==> config.mk <==
export PLATFORM = sky130hd
export DESIGN_NAME = ids_pim_target
export DESIGN_NICKNAME = d
export VERILOG_FILES = /design/src/rtl/ids_pim_pkg.sv /design/src/rtl/ids_pim_result_buf.sv /design/src/rtl/ids_pim_target.sv
export SDC_FILE = /design/constraint.sdc
export NUM_CORES = 1
export LEC_CHECK = 0
export CELL_PAD_IN_SITES_DETAIL_PLACEMENT = 1
export CELL_PAD_IN_SITES_GLOBAL_PLACEMENT = 1
export CORE_ASPECT_RATIO = 1.5
export CORE_MARGIN = 1
export CORE_UTILIZATION = 30
export DETAILED_ROUTE_END_ITERATION = 8
export PLACE_DENSITY = 0.67
export SKIP_CTS_REPAIR_TIMING = 1
export SLEW_MARGIN = 20
export SYNTH_ARGS = -nofsm -noshare
export SYNTH_HDL_FRONTEND = slang
export SYNTH_SLANG_ARGS = --single-unit
==> constraint.sdc <==
create_clock -name i_clk -period 7.32 [get_ports i_clk]
set_clock_uncertainty 0.15 [all_clocks]
set_input_delay 1.83 -clock i_clk [delete_from_list [all_inputs] [get_ports i_clk]]
set_output_delay 1.83 -clock i_clk [all_outputs]
set_load 0.01 [all_outputs]
==> src/rtl/ids_pim_pkg.sv <==
// ids_pim_pkg: PIM window map, sizing, status/command bit positions and FSM states.
package ids_pim_pkg;
   localparam logic [31:0] PIM_CTRL         = 32'h4000_0010;
   localparam logic [31:0] PIM_R            = 32'h4000_0020;
   localparam logic [31:0] PIM_W_WEIGHT     = 32'h4000_0040;
   localparam logic [31:0] PIM_W_ACTIVATION = 32'h4000_0080;
   localparam int NUM_MACRO = 4;
   localparam int WGT_ROWS  = 64;
   localparam int ACT_WORDS = 8;
   localparam int RES_WORDS = 4;
   localparam int ST_BUSY    = 0;
   localparam int ST_VALID   = 1;
   localparam int ST_ERR     = 2;
   localparam int ST_SEL_LSB = 4;
   localparam int CMD_CLR_ERR = 2;
   localparam int CMD_RST_PTR = 3;
   typedef enum logic [1:0] {S_FILL, S_START, S_WAIT, S_RESULT} pim_state_e;
endpackage

==> src/rtl/ids_pim_result_buf.sv <==
// ids_pim_result_buf: captures one compute's results and serves them in order, one registered word per read.
module ids_pim_result_buf
   import ids_pim_pkg::*;
(
   input  logic                   i_clk,
   input  logic                   i_rst_n,
   input  logic                   i_cap,
   input  logic [RES_WORDS*32-1:0] i_result,
   input  logic                   i_rd,
   output logic                   o_drain,
   output logic [31:0]            o_rd_data
);
   localparam int PW = $clog2(RES_WORDS);
   logic [RES_WORDS-1:0][31:0] res_q;
   logic [PW-1:0] ptr_q;
   logic [31:0] rd_data_q;
   assign o_drain   = i_rd && ptr_q == PW'(RES_WORDS - 1);
   assign o_rd_data = rd_data_q;
   always_ff @(posedge i_clk or negedge i_rst_n)
      if (!i_rst_n) begin
         res_q     <= '0;
         ptr_q     <= '0;
         rd_data_q <= '0;
      end else begin
         if (i_cap) res_q <= i_result;
         ptr_q     <= i_cap ? '0 : i_rd ? ptr_q + PW'(1) : ptr_q;
         rd_data_q <= i_rd ? res_q[ptr_q] : '0;
      end
endmodule

==> src/rtl/ids_pim_target.sv <==
// ids_pim_target: decodes DMA single-word accesses into status, weight rows, activation launch and result readout.
module ids_pim_target
   import ids_pim_pkg::*;
(
   input  logic                        i_clk,
   input  logic                        i_rst_n,
   input  logic [31:0]                 i_addr,
   input  logic                        i_write,
   input  logic                        i_read,
   input  logic [3:0]                  i_size,
   input  logic [31:0]                 i_wr_data,
   output logic [31:0]                 o_rd_data,
   output logic [3:0]                  o_mac_sel,
   output logic                        o_mac_wgt_we,
   output logic [$clog2(WGT_ROWS)-1:0] o_mac_wgt_row,
   output logic [31:0]                 o_mac_wgt_data,
   output logic [ACT_WORDS*32-1:0]     o_mac_act,
   output logic                        o_mac_start,
   input  logic                        i_mac_done,
   input  logic [RES_WORDS*32-1:0]     i_mac_result
);
   localparam int RW = $clog2(WGT_ROWS);
   localparam int CW = $clog2(ACT_WORDS + 1);
   localparam int SW = $clog2(NUM_MACRO);
   pim_state_e state_q, state_d;
   logic [NUM_MACRO-1:0][RW-1:0] ptr_q, ptr_d;
   logic [ACT_WORDS-1:0][31:0] act_q, act_d;
   logic [CW-1:0] act_cnt_q, act_cnt_d;
   logic [3:0] tgt_q, tgt_d, wsel_q, wsel_d;
   logic wgt_we_q, wgt_we_d, err_q, err_d;
   logic [RW-1:0] wgt_row_q, wgt_row_d;
   logic [31:0] wgt_data_q, wgt_data_d, status, rb_data;
   logic [3:0] sel;
   logic hit_c, hit_r, hit_w, hit_a, bad, wr, rd, busy, valid, full;
   logic wgt_ok, act_ok, res_rd, stat_rd, err_set, cap, drain;
   always_comb begin
      sel     = i_addr[3:0];
      hit_c   = i_addr[31:4] == PIM_CTRL[31:4];
      hit_r   = i_addr[31:4] == PIM_R[31:4];
      hit_w   = i_addr[31:4] == PIM_W_WEIGHT[31:4];
      hit_a   = i_addr[31:4] == PIM_W_ACTIVATION[31:4];
      busy    = state_q inside {S_START, S_WAIT};
      valid   = state_q == S_RESULT;
      full    = act_cnt_q == CW'(ACT_WORDS);
      bad     = i_size != 4'hF || !(hit_c || ((hit_r || hit_w || hit_a) && 32'(sel) < NUM_MACRO));
      wr      = i_write && !bad;
      rd      = i_read && !i_write && !bad;
      wgt_ok  = wr && hit_w && !busy;
      act_ok  = wr && hit_a && !busy && !full;
      res_rd  = rd && hit_r && valid;
      stat_rd = rd && hit_c;
      cap     = state_q == S_WAIT && i_mac_done;
      // any access that reaches a window but is not served flags an error
      err_set = ((i_write || i_read) && bad) || (i_write && i_read) ||
                (wr && !hit_c && !wgt_ok && !act_ok) || (rd && !hit_c && !res_rd);
      err_d   = err_set || (err_q && !(wr && hit_c && i_wr_data[CMD_CLR_ERR]));
      for (int i = 0; i < NUM_MACRO; i++)
         ptr_d[i] = (wr && hit_c && i_wr_data[CMD_RST_PTR]) ? '0 :
                    (wgt_ok && sel == 4'(i)) ? ((ptr_q[i] == RW'(WGT_ROWS - 1)) ? '0 : ptr_q[i] + RW'(1)) :
                    ptr_q[i];
      for (int i = 0; i < ACT_WORDS; i++)
         act_d[i] = (act_ok && act_cnt_q == CW'(i)) ? i_wr_data : act_q[i];
      act_cnt_d  = cap ? '0 : act_ok ? act_cnt_q + CW'(1) : act_cnt_q;
      tgt_d      = act_ok ? sel : tgt_q;
      wgt_we_d   = wgt_ok;
      wsel_d     = wgt_ok ? sel : wsel_q;
      wgt_row_d  = wgt_ok ? ptr_q[sel[SW-1:0]] : wgt_row_q;
      wgt_data_d = wgt_ok ? i_wr_data : wgt_data_q;
      status                      = '0;
      status[ST_BUSY]             = busy;
      status[ST_VALID]            = valid;
      status[ST_ERR]              = err_q;
      status[ST_SEL_LSB +: 4]     = tgt_q;
      state_d = state_q;
      case (state_q)
         S_FILL:   state_d = (act_cnt_d == CW'(ACT_WORDS)) ? S_START : S_FILL;
         S_START:  state_d = S_WAIT;
         S_WAIT:   state_d = i_mac_done ? S_RESULT : S_WAIT;
         S_RESULT: state_d = !drain ? S_RESULT : (act_cnt_d == CW'(ACT_WORDS)) ? S_START : S_FILL;
         default:  state_d = S_FILL;
      endcase
   end
   always_ff @(posedge i_clk or negedge i_rst_n)
      if (!i_rst_n) begin
         state_q    <= S_FILL;
         ptr_q      <= '0;
         act_q      <= '0;
         act_cnt_q  <= '0;
         tgt_q      <= '0;
         wsel_q     <= '0;
         wgt_we_q   <= 1'b0;
         wgt_row_q  <= '0;
         wgt_data_q <= '0;
         err_q      <= 1'b0;
      end else begin
         state_q    <= state_d;
         ptr_q      <= ptr_d;
         act_q      <= act_d;
         act_cnt_q  <= act_cnt_d;
         tgt_q      <= tgt_d;
         wsel_q     <= wsel_d;
         wgt_we_q   <= wgt_we_d;
         wgt_row_q  <= wgt_row_d;
         wgt_data_q <= wgt_data_d;
         err_q      <= err_d;
      end
   ids_pim_result_buf u_rbuf (
      .i_clk     (i_clk),
      .i_rst_n   (i_rst_n),
      .i_cap     (cap),
      .i_result  (i_mac_result),
      .i_rd      (res_rd),
      .o_drain   (drain),
      .o_rd_data (rb_data)
   );
   assign o_rd_data      = stat_rd ? status : rb_data;
   assign o_mac_sel      = wgt_we_q ? wsel_q : tgt_q;
   assign o_mac_wgt_we   = wgt_we_q;
   assign o_mac_wgt_row  = wgt_row_q;
   assign o_mac_wgt_data = wgt_data_q;
   assign o_mac_act      = act_q;
   assign o_mac_start    = state_q == S_START;
endmodule

After elaboration in Yosys (flattened, before gate mapping). Index checks and enable logic that the tools add are counted.

Register bits after elaboration: 496. Word-level logic and storage cells: 152.

Add/subtract/negate cells: 6. $lt $le $gt $ge: 3. Eq/ne operators: 25. Multiplexer cells: 27. Reduce and logical (&&, ||, !) cells: 65.

Operators with widths (count): equality test 28 x 27 -> 1 bit (second input constant) (4); 2-to-1 mux 32 bit (3); 2-to-1 mux 6 bit (13); binary-select mux 32 bit (select 2 bit) (1); logical AND 1 bit (37); adder 6 x 1 -> 6 bit (second input constant) (4); equality test 6 bit (second input constant) (4); equality test 4 x 2 -> 1 bit (second input constant) (4); equality test 4 x 3 -> 1 bit (second input constant) (4); binary-select mux 6 bit (select 2 bit) (1); 2-to-1 mux 4 bit (3); nonzero test 2 bit (6); zero test 1 bit (10); logical OR 1 bit (9); equality test 4 x 1 -> 1 bit (second input constant) (2); equality test 4 bit (second input constant) (2); zero test 4 bit (2); one-hot mux 2 bit (4 select lines) (1); equality test 2 bit (second input constant) (3); < comparator 2 x 3 -> 1 bit (second input constant) (2); 2-to-1 mux 2 bit (3); adder 4 x 1 -> 4 bit (second input constant) (1); < comparator 4 x 3 -> 1 bit (second input constant) (1); != test 4 bit (second input constant) (1); 4 further kinds (5).

Depth between registers and ports, before layout.
Depth after elaboration: 18. Gate-level depth with buffers: 9.

Cells and area by module. From an unflattened synthesis, not the netlist that was laid out.

Cell total of the unflattened synthesis: 1341. Area total of the unflattened synthesis: 20230.7 µm².

Modules (own cells, without submodules): ids_pim_target (times used 1, cells each 919, area an instance 13646.8 µm²); ids_pim_result_buf (times used 1, cells each 422, area an instance 6583.8 µm²).

Worst setup path after synthesis. Ideal clock, no wire load.

Kind: input port to output port. Start: in i_addr[12]. End: out o_rd_data[0]. Data arrival time: 3461 ps. Path slack: 1879 ps. Cell stages on the path: 7. Path buffers: 1. Cells stage by stage: nor4_1 > nand4_1 > nor2_1 > and3_1 > nand3_1 > clkbuf_1 > mux2_2.

Cells in the longest elaborated chain, start to end: 11. Elaborated cells between the ends (all ways): 14. Classes of those cells: 4 x eq/ne; 1 x mux; 9 x reduce/logical.

RTL lines: from (decl) (line ids_pim_target.sv:7) `input logic [31:0] i_addr,`; equality test 28 x 27 -> 1 bit, on equally long branches (line ids_pim_target.sv:39, ids_pim_target.sv:40); logical OR 1 bit (2 in a row) (line ids_pim_target.sv:45) `bad = i_size != 4'hF || !(hit_c || ((hit_r || hit_w || hit_a) && 32'(sel) < NUM_MACRO));`; logical AND 1 bit (line ids_pim_target.sv:45); logical OR 1 bit (line ids_pim_target.sv:45); zero test 1 bit (line ids_pim_target.sv:45); logical OR 1 bit (line ids_pim_target.sv:45); zero test 1 bit (line ids_pim_target.sv:47) `rd = i_read && !i_write && !bad;`; logical AND 1 bit (line ids_pim_target.sv:47); logical AND 1 bit (*) (line ids_pim_target.sv:51) `stat_rd = rd && hit_c;`; 2-to-1 mux 32 bit (*) (line ids_pim_target.sv:116) `assign o_rd_data = stat_rd ? status : rb_data;`; to (decl) (line ids_pim_target.sv:12) `output logic [31:0] o_rd_data,`.

Every way passes the cells marked *; elsewhere a longest branch is shown, timed or not.

Worst setup path after layout.
Start: in i_addr[6]. End: out o_rd_data[0].

The elaborated chain is that of the path after synthesis.

==> metrics.cfg <==
[setup_path]
r2r-end=o_mac_act[61]
crit_path_start=i_addr[6]
critPathCaptureType=output port
cp.arrival_ps=4860
path_class=in2out
crit_buf_inv=3
r2r_slack_ps=3430
r2r_start=state_q[0]
crit_path_top_delay_cell=or4b_1
worstSetupEndpoint=o_rd_data[0]
critPathRequiredTime_ps=5340
crit_family=buffers and inverters
cp_common_cell=clkdlybuf4s50_1
critPathLaunchType=primary input
crit_fanout=23
r2r_cells=7
crit_chain=clkdlybuf4s50_1 > or4b_1 > nand2_1 > and3_1 > nand3_2 > buf_4 > mux2_2 > clkdlybuf4s50_1
max_stage_delay_ps=750
cp.depth=8

[finish]
multi_input_area_sq_mm=0.00768
stdcell_area_sq_mm=0.0285
syn2layout_area_growth_pct=38.5
seqCellArea_sq_mm=0.0124
fin_nets=2333
final_core_util_pct=42.0
drive_gt1_share_pct=21.5
nFillCells=7139

[power]
p_leak_uw=0.0138
ir_worst_vdd_uv=151
power.density_mw_per_mm2=196

[clocking]
cts_num_sinks=496
cts_tree=yes
clk_latency_ps=610
h-tree-depth=2
cts_root_buffer=clkbuf_16
clk_pin_slew_ps=60
cts_buffers=50
clockBufferDepth=3

[sta]
rsz0062_at_grt=no
hold_viol=0
drv_slew=0
slew_headroom_pct=28.4
tightest_slew_ps=1070
max_freq_ghz=0.146
fin_crit_ps=6840
period_share_pct=93.5
setup_tns_ps=0
setup_viol=0

[yosys]
synthMostInstantiatedCell=dfrtp_1
netlist.area_leader.share_pct=60.4
synth_flop_cell=dfrtp_1
synth_area_leaders=dfrtp_1 60%, mux2_2 15%, nand2_1 7.7%, mux4_2 4.2%, mux2_4 2.2%
netlist_instances=1601
yosys.area.top_type=dfrtp_1
syn_avg_cell_area_sq_um=12.8
synthMuxAreaShare_pct=22.0
yosys.area_share.simple_pct=12.5
synthArstFlopShare_pct=100
synth_cell_type_count=53
synth_compound_area_share_pct=1.42
synth_edf_count=0
ys_seq_area_share_pct=60.4
syn_nets=1815
synth_top_cells_by_count=496 x dfrtp_1, 421 x nand2_1, 268 x mux2_2
yosys_warnings=0
syn_area_sq_mm=0.0205
synth-xor-area-share_pct=0.512
synthAdderAreaFrac_pct=0.792
synth_top_family_by_area=multiplexers
ys_ff_latch=496

[global_routing]
grt_pass1_vias=16200
antenna_found_initial=2
grt_max_degree=168
grt-ovfl-total=0
grtUsageTotal_pct=19.3
grt_pass1_wl_mm=102

[routing]
postRouteAntennaNets=0
first_iter_violations=650
wirelength_mm=67.1
wire_per_inst_microns=22.0
dr_total_vias=14500
drt_pass1_iterations=4
vias_per_cell=4.76
drc=0

[floorplan]
start_util_pct=30.3
die_area_sq_mm=0.0696
core_area_sq_mm=0.0678
pin_count=533
dieHeight_microns=322
row_count=117
die_w_microns=216

[job]
cap_violations=0

[hold_path]
hp-class=reg2reg

[placed_design]
port_buffers=532
placed_area_sq_mm=0.0268
gp_congestion=0.818
place_hpwl_mm=47.4

[run_status]
status=finished, final reports clean

-- registers in the layout (all words and copies together), names as in the netlist, 4 cells and up --
signal	count
act_cnt_q	4
o_mac_act	256
o_mac_wgt_data	32
o_mac_wgt_row	6
ptr_q	24
tgt_q	4
u_rbuf.o_rd_data	32
u_rbuf.res_q	128
wsel_q	4
-- area by class of cell --
cell class / count / share of cell area, %
diodes: 2 / 0.0176
inverters: 10 / 0.132
repair buffers: 557 / 19.5
clock inverters: 17 / 0.747
multi-input cells: 1004 / 27.0
clock buffers: 71 / 5.06
well taps: 892 / 3.92
flip-flops and latches: 496 / 43.6
-- layer usage --
| metal | up-vias | global-route usage [%] | routed length [microns] |
|---|---|---|---|
| met5 | - | 0 | 0 |
| met4 | 0 | 6.57 | 2000 |
| met3 | 94 | 4.60 | 4260 |
| met2 | 453 | 34.3 | 34400 |
| met1 | 7487 | 22.7 | 26400 |
| li1 | 6465 | - | - |
-- layout by cell type, fill, tap and decap left out, types with 10 or more instances in the layout --
master           instances
nand3_1                 13
buf_4                   22
and2_1                  25
mux4_2                  38
inv_1                   10
clkdlybuf4s50_1        531
mux2_4                  30
mux2_2                 268
nor2_1                  36
and3_1                  40
nand2_1                420
mux2_1                  12
clkbuf_1                11
dfrtp_1                494
a21oi_1                 12
clkbuf_16               51
ha_1                    13
-- cells by family after synthesis --
kind of cell / count (synthesis)
xor+xnor: 12
simple gates: 584
buf+inv: 101
compound gates: 40
fa+ha+maj: 13
mux: 355
flops: 496
-- per-stage QoR --
step                worst slack, ps  power [uW]  instances  hold slack [ps]
floorplan                      1880        2810       1601              290
global route                    364        5770       3048              342
detailed placement              477        3010       2959              311
CTS                             457        5670       3047              325
finish                          477        5570       3049              319
global placement                556        3010       2959              303
-- where the power goes --
part	switching (uW)	total (uW)	leakage [uW]	internal, uW
combinational	109	212	0.00611	103
sequential	0.000000122	2740	0.00690	2740
clock	1110	2620	0.000812	1510
-- worst min-delay path by stage --
stage | startpoint | end | depth (start not counted)
after floorplan | u_rbuf.res_q[64] | u_rbuf.res_q[64] | 2
after global placement | u_rbuf.res_q[79] | u_rbuf.res_q[79] | 2
after detailed placement | u_rbuf.res_q[74] | u_rbuf.res_q[74] | 2
after CTS | u_rbuf.res_q[105] | u_rbuf.res_q[105] | 2
after global routing | u_rbuf.res_q[79] | u_rbuf.res_q[79] | 2
final | u_rbuf.res_q[105] | u_rbuf.res_q[105] | 2
-- tightest hold or removal path, cell delays in order, from the launching register on --
cell	delay [ps]
dfrtp_1	330
nand2_1	50
nand2_1	50
Note: power is estimated with default switching activity, not from simulation.
==> RTL change 1: new RTL, config.mk and constraints unchanged <==
Compare `act_cnt_q` against `CW'(ACT_WORDS)` with >= in place of ==.
--- a/src/rtl/ids_pim_target.sv
+++ b/src/rtl/ids_pim_target.sv
@@ -41,7 +41,7 @@
       hit_a   = i_addr[31:4] == PIM_W_ACTIVATION[31:4];
       busy    = state_q inside {S_START, S_WAIT};
       valid   = state_q == S_RESULT;
-      full    = act_cnt_q == CW'(ACT_WORDS);
+      full    = act_cnt_q >= CW'(ACT_WORDS);
       bad     = i_size != 4'hF || !(hit_c || ((hit_r || hit_w || hit_a) && 32'(sel) < NUM_MACRO));
       wr      = i_write && !bad;
       rd      = i_read && !i_write && !bad;
Behaviour: same outputs for any inputs over 4 cycles, from zero or initial values and one cycle with i_rst_n low; that may be too few to reach the edited logic, so the function may still have changed.
==> RTL change 1 against the unedited design <==
  * Worst setup slack improved by 260 ps
  * Wire length is 0.83% higher
  * Worst hold slack lost 3.2 ps
  * Design area increased by 0.69%
  * Sequential cell count is the same
  * Area after synthesis rose by 0.31%
  * Critical endpoint is now o_rd_data[1]
Power is not compared: it rests on default switching activity, and its combinational part moved more than twofold at a synthesized area within 25%.
==> RTL change 1: results (changes against the unedited design) <==
Clock network
  – Worst-Skew Late Latency: ~600 ps
  – Worst-path clk slew: 60 ps (about the same)
  – Clk buf depth: 3 (unchanged)
  – CTS H-tree depth: 2 (unchanged)
  – CTS Root Cell: clkbuf_16
  – CTS buffer count: 50 (unchanged)

Logic synthesis
  – Top cells by count, synth: nand2_1, dfrtp_1, mux2_2
  – Synth area leaders: dfrtp_1, mux2_2, nand2_1
  – Net Count, Synth: 1905 (+5.0%)
  – Synth unique cells: 62 (+17%)
  – Cells after Synth: 1691 (+5.6%)
  – Async SR Flop Fraction: 100% (unchanged)
  – Warnings from Yosys: 0 (unchanged)
  – Sequential element share of the synthesized area: 60.2% (-0.19 points)

GRT
  – Initial antenna violation count: 3 (+1)
  – GRT Total Usage: 19.4% (+0.11 points)
  – Global route total overflow: 0 (unchanged)
  – Vias in the first global route: 16200 (+0.27%)
  – Pin count of the biggest net entering global routing: 155 (-7.7%)
  – First-pass GRT wire length: 103 mm (+0.95%)

Drt
  – Aggregate routed wire length: 67.6 mm (+0.83%)
  – Drt first-iter violations: 773 (+19%)
  – Via-to-Cell Ratio: 4.75 (-0.10%)
  – Drt first pass iters: 5 (+1)
  – Post-route ant nets: 0 (unchanged)
  – Vias: 14900 (+2.9%)

Power
  – Pleak: about 13 nW
  – Switching part of the total: between 20% and 30%
  – Pwr per Cell Area: approximately 230 nW/um2
  – Clk pwr: around 0.0027 W
  – Seq pwr share: around 48%

Min path
  – HP Class: flop to flop

Worst setup path
  – CP max stage delay: 530 ps (-220 ps)
  – CP max stage cell: clkdlybuf4s50_1
  – Crit path arrival time: 4600 ps (-260 ps)
  – CP max FO: 30 (+30%)
  – FF-to-FF setup slack: 3540 ps (+110 ps)

Finish
  – Final net count: 2423 (+3.9%)
  – Diodes inserted: 0 (-2)
  – Share of cells above drive strength 1: 18.1% (-3.4 points)
  – Largest register FFs: 256 (unchanged)

STA
  – Worst-Margin Slew: 1070 ps (-3.29 ps)
  – Hold_ws: 316 ps (-3.23 ps)

Placed design
  – Placed cell area: 26900 um2 (+0.51%)
  – Dpl hpwl: 48.0 mm (+1.3%)
  – Routability cong.: 0.835 (+2.1%)
  – Inst Count DP: 3049 (+3.0%)
  – Place WS: 753 ps (+275 ps)

Run status
  – Status: completed
RTL change 1: changes by cell type after synthesis, sizes merged, moves of 3 or more:
cell,unedited run,this run
mux2i,7,2
nor2b,5,36
o21ai,6,16
mux2,310,267
and3,45,8
nand4,7,10
nor3,0,5
nand3,18,24
nand2,421,537
nor3b,0,5
nor2,36,24
and2,26,30
xor2,9,6
nor4,7,12
RTL change 1: cell families (layout without fill, tap and decap cells):
group | Yosys count | count (layout) | synth area share, %
xor+xnor | 10 | 10 | 0.425
compound gates | 50 | 50 | 1.79
mux | 307 | 307 | 18.8
flops | 496 | 496 | 60.2
buf+inv | 98 | 657 | 2.25
simple gates | 717 | 717 | 15.7
fa+ha+maj | 13 | 13 | 0.789
RTL change 1: routing by layer:
metal	vias to the layer above	GRT usage [%]	wire length, um
met4	4	5.70	1750
met1	7640	22.9	26900
met3	90	4.40	4000
met2	454	35.1	35000
met5	-	0	31
li1	6738	-	-
RTL change 1: path summary, 6_finish.rpt:
| kind | startpoint | endpoint |
|---|---|---|
| max | i_addr[16] | o_rd_data[1] |
| min reg2reg | o_mac_wgt_data[25] | o_mac_wgt_data[25] |
| min in group asynchronous | i_rst_n | u_rbuf.o_rd_data[7] |
| max in group asynchronous | i_rst_n | o_mac_act[87] |
| max reg2reg | state_q[0] | o_mac_act[130] |
| min | o_mac_wgt_data[25] | o_mac_wgt_data[25] |
RTL change 1: final cells by class:
cell class | instances | area [um2]
repair buffers | 556 | 5570
multi-input cells | 1097 | 7810
flip-flops and latches | 496 | 12400
clock buffers | 75 | 1460
fillers | 7322 | 39300
inverters | 8 | 30.0
well taps | 892 | 1120
clock inverters | 18 | 262
==> RTL change 2: new RTL, same flow settings <==
Made on the original files. Change the package constant `NUM_MACRO` from 4 to 2.
--- a/src/rtl/ids_pim_pkg.sv
+++ b/src/rtl/ids_pim_pkg.sv
@@ -4,7 +4,7 @@
    localparam logic [31:0] PIM_R            = 32'h4000_0020;
    localparam logic [31:0] PIM_W_WEIGHT     = 32'h4000_0040;
    localparam logic [31:0] PIM_W_ACTIVATION = 32'h4000_0080;
-   localparam int NUM_MACRO = 4;
+   localparam int NUM_MACRO = 2;
    localparam int WGT_ROWS  = 64;
    localparam int ACT_WORDS = 8;
    localparam int RES_WORDS = 4;
Function: changed (Yosys sat finds a counterexample within 4 cycles, from zero or initial values and one cycle with i_rst_n low).
==> RTL change 2 against the unedited design <==
  * Sequential cell count is 12 lower
  * Design area decreased by 3.0%
  * Worst setup slack improved by 19 ps
  * Critical path type unchanged
  * Maximum frequency rose by 0.27%
  * Count of clock-buffer cells in the layout rose by 8
  * Core utilization increased by 0.81 points
  * Global-route usage is 0.52 points lower
  * Area after synthesis down 4.6%
  * Wire length decreased by 7.3%
  * Critical path depth unchanged
  * Synthesized cell count down 16%
Power is not compared: it rests on default switching activity, and its combinational part moved more than twofold at a synthesized area within 25%.
==> RTL change 2: results (changes against the unedited design) <==
GRT
  – Pin count of the biggest net entering global routing: 152 (-9.5%)
  – Vias in the first global route: 14300 (-11%)
  – Initial antenna violation count: 3 (+1)
  – First-pass GRT wire length: 93.9 mm (-8.2%)
  – GRT Total Usage: 18.8% (-0.52 points)

Finish
  – Flip-flop and latch share of the layout cell area: 43.9% (+0.28 points)
  – Share of cells above drive strength 1: 27.4% (+5.9 points)
  – Final net count: 2079 (-11%)
  – Non-Clock Inverter Count: 11 (+1)
  – FFs & Latches: 484 (-2.4%)
  – Final std cells w/o fill: 2778 (-8.9%)
  – Multi-input gate share of total cell area: 25.9% (-1.1 points)
  – Clock Network Area Fraction: 6.10% (+0.29 points)
  – Diodes inserted: 3 (+1)
  – Bufs w/o clock: 552 (-0.90%)
  – Layout clock buffer count: 79 (+11%)
  – Multi-In Gates: 768 (-24%)
  – Final non-clock buffer share: 20.0% (+0.48 points)
  – Fillers: 6659 (-6.7%)

Drt
  – Aggregate routed wire length: 62.2 mm (-7.3%)
  – Vias: 13000 (-10%)

Placed design
  – Routability cong.: 0.799 (-2.3%)
  – Dpl hpwl: 43.9 mm (-7.4%)
  – Inst Count DP: 2685 (-9.3%)

Logic synthesis
  – Synth area leaders: dfrtp_1, mux2_2, mux4_2
  – Synth unique cells: 47 (-11%)
  – Top cells by count, synth: dfrtp_1, mux2_2, nand2_1
  – Main synth FF type: dfrtp_1

Worst setup path
  – CP max stage delay: 600 ps (-150 ps)
  – CP max FO: 21 (-8.7%)
  – CP max stage cell: clkdlybuf4s50_1

Run status
  – Status: completed

Floorplanning
  – Tap Cells: 870 (-2.5%)

STA
  – Rel. slew slack: 31.1% (+2.7 points)
## RTL change 2: cell families (layout without fill, tap and decap cells)
| logic type | count (synthesis) | after routing | share of synthesized area (%) |
|---|---|---|---|
| AO/OA/AOI/OAI | 44 | 44 | 1.41 |
| XOR/XNOR | 8 | 8 | 0.357 |
| adder cells (fa/ha/maj) | 12 | 12 | 0.753 |
| buffers and inverters | 88 | 653 | 1.93 |
| flip-flops | 484 | 484 | 61.8 |
| multiplexers | 436 | 436 | 26.8 |
| other | 0 | 3 | 0 |
| AND/OR/NAND/NOR | 268 | 268 | 6.95 |
## RTL change 2: path summary, 6_finish.rpt
path | from | depth (start not counted) | end | slack, ps
worst max-delay path | i_addr[16] | 8 | o_rd_data[1] | 500
worst min-delay path | o_mac_wgt_data[13] | 2 | o_mac_wgt_data[13] | 320
worst max register to register | state_q[0] | 8 | o_mac_act[161] | 3310
worst min register to register | o_mac_wgt_data[13] | 2 | o_mac_wgt_data[13] | 320
max in group asynchronous | i_rst_n | 2 | o_mac_act[155] | 4390
min in group asynchronous | i_rst_n | 1 | o_mac_act[141] | 1170
## RTL change 2: stage by stage
| stage | setup slack, ps | util (%) |
|---|---|---|
| floorplan | 1530 | - |
| global placement | 598 | 40.2 |
| detailed placement | 483 | 40.2 |
| CTS | 474 | 42.8 |
| global route | 378 | 42.8 |
| finish | 496 | 42.8 |
## RTL change 2: layer usage
layer | global-route usage, % | vias up | wire length [um]
li1 | - | 5743 | -
met1 | 21.7 | 6751 | 24000
met2 | 33.7 | 406 | 32400
met3 | 4.87 | 82 | 4060
met4 | 5.86 | 2 | 1670
met5 | 0 | - | 13
